[config.mk]
export PLATFORM = sky130hd
export DESIGN_NAME = fixed_to_float_seq
export DESIGN_NICKNAME = d
export VERILOG_FILES = /design/src/rtl/cordic_pkg.sv /design/src/rtl/fixed_to_float_seq.sv
export SDC_FILE = /design/constraint.sdc
export NUM_CORES = 1
export LEC_CHECK = 0
export CAP_MARGIN = 20
export CORE_ASPECT_RATIO = 1.1
export CORE_MARGIN = 2
export CORE_UTILIZATION = 56
export DETAILED_ROUTE_END_ITERATION = 12
export MAX_ROUTING_LAYER = met4
export PLACE_DENSITY = 0.85
export SYNTH_ARGS = -nofsm -noshare
export SYNTH_HDL_FRONTEND = slang
export SYNTH_SLANG_ARGS = --single-unit
export TNS_END_PERCENT = 20
[constraint.sdc]
create_clock -name clk -period 3.8 [get_ports clk]
set_input_delay 0.57 -clock clk [delete_from_list [all_inputs] [get_ports clk]]
set_output_delay 0.57 -clock clk [all_outputs]
set_load 0.01 [all_outputs]
[src/rtl/cordic_pkg.sv]
// Shared definitions for the CORDIC datapath and its fixed-to-float back end.
package cordic_pkg;

  localparam int FIXED_W  = 22;
  localparam int FRAC_W   = 20;
  localparam int FLOAT_W  = 32;
  localparam int EXP_BIAS = 127;

  typedef logic signed [FIXED_W-1:0] fixed_t;
  typedef logic [FLOAT_W-1:0]        float_t;

  typedef enum logic [1:0] {
    IDLE = 2'd0,
    CONV = 2'd1,
    DONE = 2'd2
  } conv_state_t;

endpackage

[src/rtl/fixed_to_float_seq.sv]
// Q2.20 fixed-point to IEEE-754 single converter. Normalises with one left shift
// per cycle so no priority encoder or barrel shifter sits on the path.
module fixed_to_float_seq
  import cordic_pkg::*;
(
  input  logic   clk,
  input  logic   reset,
  input  logic   in_valid,
  output logic   in_ready,
  input  fixed_t fixed_in,
  output logic   out_valid,
  input  logic   out_ready,
  output float_t float_out,
  output logic   busy
);

  // Handshake: a transfer happens on a rising edge where valid && ready are
  // both high; the producer holds its data stable until that edge.

  conv_state_t          state;
  logic                 sign;
  logic [FIXED_W-1:0]   mag;
  // Exponent only spans 107..128 during normalisation, so 8 bits hold it.
  logic [7:0]           exp;
  logic [FIXED_W-1:0]   abs_in;

  // -2.0 negates to itself, which is exactly the magnitude 2.0 we want.
  assign abs_in    = fixed_in[FIXED_W-1] ? (~fixed_in + 1'b1) : fixed_in;

  assign in_ready  = (state == IDLE) && !reset;
  assign out_valid = (state == DONE);
  assign busy      = (state != IDLE);

  always_ff @(posedge clk) begin
    if (reset) begin
      state     <= IDLE;
      float_out <= '0;
      sign      <= 1'b0;
      mag       <= '0;
      exp       <= '0;
    end else begin
      case (state)
        IDLE: begin
          if (in_valid) begin
            sign <= fixed_in[FIXED_W-1];
            mag  <= abs_in;
            exp  <= 8'(EXP_BIAS + 1);
            if (fixed_in == '0) begin
              float_out <= '0;
              state     <= DONE;
            end else begin
              state <= CONV;
            end
          end
        end
        CONV: begin
          if (mag[FIXED_W-1]) begin
            float_out <= {sign, exp, mag[FIXED_W-2:0], 2'b00};
            state     <= DONE;
          end else begin
            mag <= mag << 1;
            exp <= exp - 8'd1;
          end
        end
        DONE: begin
          if (out_ready) state <= IDLE;
        end
        default: state <= IDLE;
      endcase
    end
  end

endmodule
Word-level counts from Yosys, hierarchy flattened
Cells that the tools add are included.
- register bits: 65
- input bits: 26
- output and inout port bits: 35
- word-level logic and storage cells: 43
- add/subtract/negate cells: 2
- equality and inequality tests: 7
- muxes and demuxes: 16
- bitwise logic cells: 1
- reduce and logical (&&, ||, !) cells: 11
- operators with widths (kind ; count):
    32-bit two-way mux ; 3
    22-bit two-way mux ; 3
    32-bit one-hot mux with 2 select lines ; 1
    22-bit one-hot mux with 2 select lines ; 1
    22-bit by 1-bit adder with 22-bit output, second input constant ; 1
    22-bit logical NOT ; 1
    22-bit NOT ; 1
    8-bit two-way mux ; 2
    8-bit one-hot mux with 2 select lines ; 1
    2-bit two-way mux ; 4
    8-bit by 1-bit subtractor with 8-bit output, second input constant ; 1
    2-bit inequality test, second input constant ; 3
    2-bit one-hot mux with 3 select lines ; 1
    3-bit AND reduction ; 2
    2-bit by 1-bit inequality test with 1-bit output, second input constant ; 2
    2-bit AND reduction ; 2
    4-bit AND reduction ; 1
    2-bit nonzero test ; 2
    2-bit by 1-bit equality test with 1-bit output, second input constant ; 1
    2-bit equality test, second input constant ; 1
    2-bit logical NOT ; 1
    1-bit logical AND ; 1
    1-bit logical NOT ; 1

Longest topological paths before layout
- depth after elaboration: 5
- gate-level depth with buffers: 8
- depth with buffers taken out: 6

Worst setup path before layout
No wires, ideal clock.
- path kind: input to register
- start point: input port fixed_in[1]
- end point: register mag[10]
- library setup time: 95 ps
- arrival: 2061 ps
- required time: 3705 ps
- setup slack: 1644 ps
- cell stages on the path: 6
- path buffers: 0
- path through: inv_1 -> ha_1 -> or3b_2 -> nor4_1 -> mux2_2 -> a221oi_1
- word-level cells in the longest chain between the ends: 5
- ends and longest elaborated chain (item ; line ; source):
    from (decl) ; fixed_to_float_seq.sv:10 ; input fixed_t fixed_in,
    22-bit NOT ; fixed_to_float_seq.sv:28 ; assign abs_in = fixed_in[FIXED_W-1] ? (~fixed_in + 1'b1) : fixed_in;
    22-bit by 1-bit adder with 22-bit output ; fixed_to_float_seq.sv:28 ;
    22-bit two-way mux ; fixed_to_float_seq.sv:28 ;
    22-bit two-way mux ; fixed_to_float_seq.sv:44 ; if (in_valid) begin
    22-bit one-hot mux with 2 select lines ; fixed_to_float_seq.sv:42 ; case (state)
    to (signal assigned) ; fixed_to_float_seq.sv:46 ; mag <= abs_in;
    to (signal assigned) ; fixed_to_float_seq.sv:61 ; mag <= mag << 1;
    to (decl) ; fixed_to_float_seq.sv:22 ; logic [FIXED_W-1:0] mag;
No other way between the ends. The select of a mux whose other input is x is not followed.
A chain may end at the register's enable or synchronous reset.

Worst setup path in the final report
- start point: input port fixed_in[11]
- end point: register float_out[12]
- word-level cells in the longest chain between the ends: 3
- ends and longest elaborated chain (item ; line ; source):
    22-bit logical NOT ; fixed_to_float_seq.sv:48 ; if (fixed_in == '0) begin
    2-bit by 1-bit inequality test with 1-bit output (no line) ; - ;
    4-bit AND reduction (no line) ; - ;
    to (signal assigned) ; fixed_to_float_seq.sv:58 ; float_out <= {sign, exp, mag[FIXED_W-2:0], 2'b00};
    to (decl) ; fixed_to_float_seq.sv:13 ; output float_t float_out,
No other way between the ends.

==> flow_summary.yaml <==
outcome:
  status: "finished, final reports clean"
cells_and_area:
  drive_gt1_share_pct: 7.41
  fin_area_um2: 4140
  area_growth_pct: 24.7
  antenna_cells: 0
  final_cell_count_no_fill: 536
  n_fill_cell: 487
  ff_latch_area_um2: 1260
  fin_nets: 483
  multi_input_area_um2: 1780
  final_core_util_pct: 72.2
clocking:
  cts_setup_buffers: 0
  numCtsBuffers: 9
  cts_resized: 0
  cts_sinks: 63
  cts.htree.levels: 3
  clockRootBuffer: "clkbuf_8"
  clock_latency_ns: 0.34
  cts-hold-fix-buffers: 0
  clockBufferDepth: 2
  path_clk_slew_ns: 0.06
  cts_tree: "built"
timing:
  clock.fmax_ghz: 0.382
  slew_headroom_pct: 26.8
  drv_slew: 0
  skew_ns: 0.00945
  setup_viol: 0
  fin_setup_tns_ns: 0
  whs_ns: 0.465
  min_period_ns: 2.62
  hold_viol_final: 0
  min_period_over_period_pct: 68.8
  grt_setup_unrepaired: "no"
  tightest_slew_ns: 1.07
  setup_slack_ns: 1.18
logic_synthesis:
  synth_cell_type_count: 55
  yosys-top-cells-area: "dfxtp_1, o32ai_1, nand3_1"
  yosysMostFrequentCell: "dfxtp_1"
  synth_seq_area_share_pct: 38.0
  synth_area_leader_cell: "dfxtp_1"
  async_flop_share_pct: 0
  ys_ff_latch: 63
  syn_inst: 411
  synth_flop_cell: "dfxtp_1"
  synthesis.area_um2: 3320
  synth_top_area_share_pct: 38.0
  yosysWarnings: 0
  avgSynthCellArea_um2: 8.07
  synth_common_cells: "dfxtp_1, inv_1, nand3_1"
  synth_edf_count: 0
die:
  initial_core_util_pct: 57.9
  io_pins: 61
  die_y_um: 84.7
  die_width_um: 77.4
  die-area_um2: 6560
  core_area_um2: 5730
  placementRows: 29
min_path:
  hold_path.class: "flip-flop to flip-flop"
critical_path:
  rrSetupSlack_ns: 1.60
  worst_ep_required_time_ns: 3.97
  r2r-start: "state[1]"
  worst_setup_path_end_kind: "flip-flop"
  startpoint_type: "input port"
  cp_slowest_cell: "or4_4"
  worst_r2r_path_depth: 5
  critPathLaunch: "fixed_in[11]"
  endpoint: "float_out[12]"
  crit_path_cell_trace: "clkdlybuf4s50_1 -> or4_4 -> nor3_1 -> and4b_1 -> buf_4 -> o32ai_1"
  worstReg2RegEnd: "state[1]"
  cp.arrival_ns: 2.79
  critical_path.max_fanout: 31
  max_stage_delay_ns: 0.59
  criticalPathCategory: "input port to flip-flop"
global_routing:
  track_usage_pct: 30.3
  grt_overflow: 0
  grt_pass1_wl_um: 15400
  grt_antenna_before_repair: 0
  grt_max_degree: 62
  first_global_vias: 3308
power_and_ir_drop:
  leakagePower_nw: 1.47
  total_power_mw: 1.71
  peakVddDrop_v: 0.000334
  power_density_nw_per_um2: 414
route:
  drt_iter0_markers: 221
  wire_per_inst_um: 17.6
  vias: 3404
  drt-total-wl_um: 9410
  via_per_inst: 6.35
  drc: 0
  antenna_left: 0
  drtPass1Iterations: 4
placed_design:
  numPortBuffers: 58
  place_area_um2: 3930
  dp_hpwl_um: 6510
  gp_congestion: 0.908
  numPlacedInstances: 521
  post-place-ws_ns: 0.858
run:
  max-cap-violations: 0
[worst min path at each step]
stage	from	endpoint	slack, ns	cells after the start
2_1_floorplan	mag[1]	mag[1]	0.44	2
3_3_place_gp	mag[1]	mag[1]	0.45	2
3_5_place_dp	sign	sign	0.46	2
4_1_cts	sign	sign	0.47	2
5_1_grt	mag[2]	mag[2]	0.50	2
6_report	sign	sign	0.46	2
[per-layer routing]
layer  wire (µm)  vias up  global-route usage [%]  part of all wire [%]
met5           0        -                       -                     0
met4         270        0                    13.3                   2.9
met3         440       22                    4.09                   4.7
met2        5000      117                    54.1                    53
met1        3700     1634                    33.5                    39
li1            -     1631                       -                     -
[flip-flops by register name, summed over array words and instances (netlist names)]
signal     flops
exp            8
float_out     30
mag           22
sign           1
state          2
[cells in the final DEF, fill, tap and decap left out, drive strengths merged, types with 9 or more instances in the layout]
cell / instances
nand2: 15
nand3: 36
a21oi: 19
buf: 9
or3: 11
dfxtp: 63
inv: 37
clkdlybuf4s50: 58
o32ai: 30
clkbuf: 11
nor2: 25
o21ai: 19
[logic make-up (layout without fill, tap and decap cells)]
logic type | Yosys count | in the layout | synth area share, %
buffers and inverters | 73 | 120 | 8.60
AO/OA/AOI/OAI | 128 | 128 | 28.0
AND/OR/NAND/NOR | 135 | 135 | 21.9
flip-flops | 63 | 63 | 38.0
multiplexers | 6 | 6 | 1.89
XOR/XNOR | 3 | 3 | 0.792
adder cells (fa/ha/maj) | 2 | 2 | 0.754
other | 1 | 2 | 0.113
[power by group]
part,total [mW],leakage [nW],internal [mW],switching [mW]
Sequential,0.746,0.514,0.708,0.0382
Combinational,0.331,0.850,0.135,0.196
Clock,0.634,0.109,0.382,0.252
[layout make-up]
| type | count | share of cell area (%) |
|---|---|---|
| flip-flops and latches | 63 | 30.5 |
| clock buffers | 11 | 3.42 |
| multi-input cells | 276 | 43.0 |
| repair buffers | 67 | 15.7 |
| well taps | 77 | 2.33 |
| clock inverters | 4 | 1.69 |
| inverters | 38 | 3.45 |
[critical path: cells and delay by family]
kind            cells  cell delay (ns)
compound gates      1             0.17
simple gates        3             1.18
buf+inv             2             0.85
Note: power is estimated with default switching activity, not from simulation.
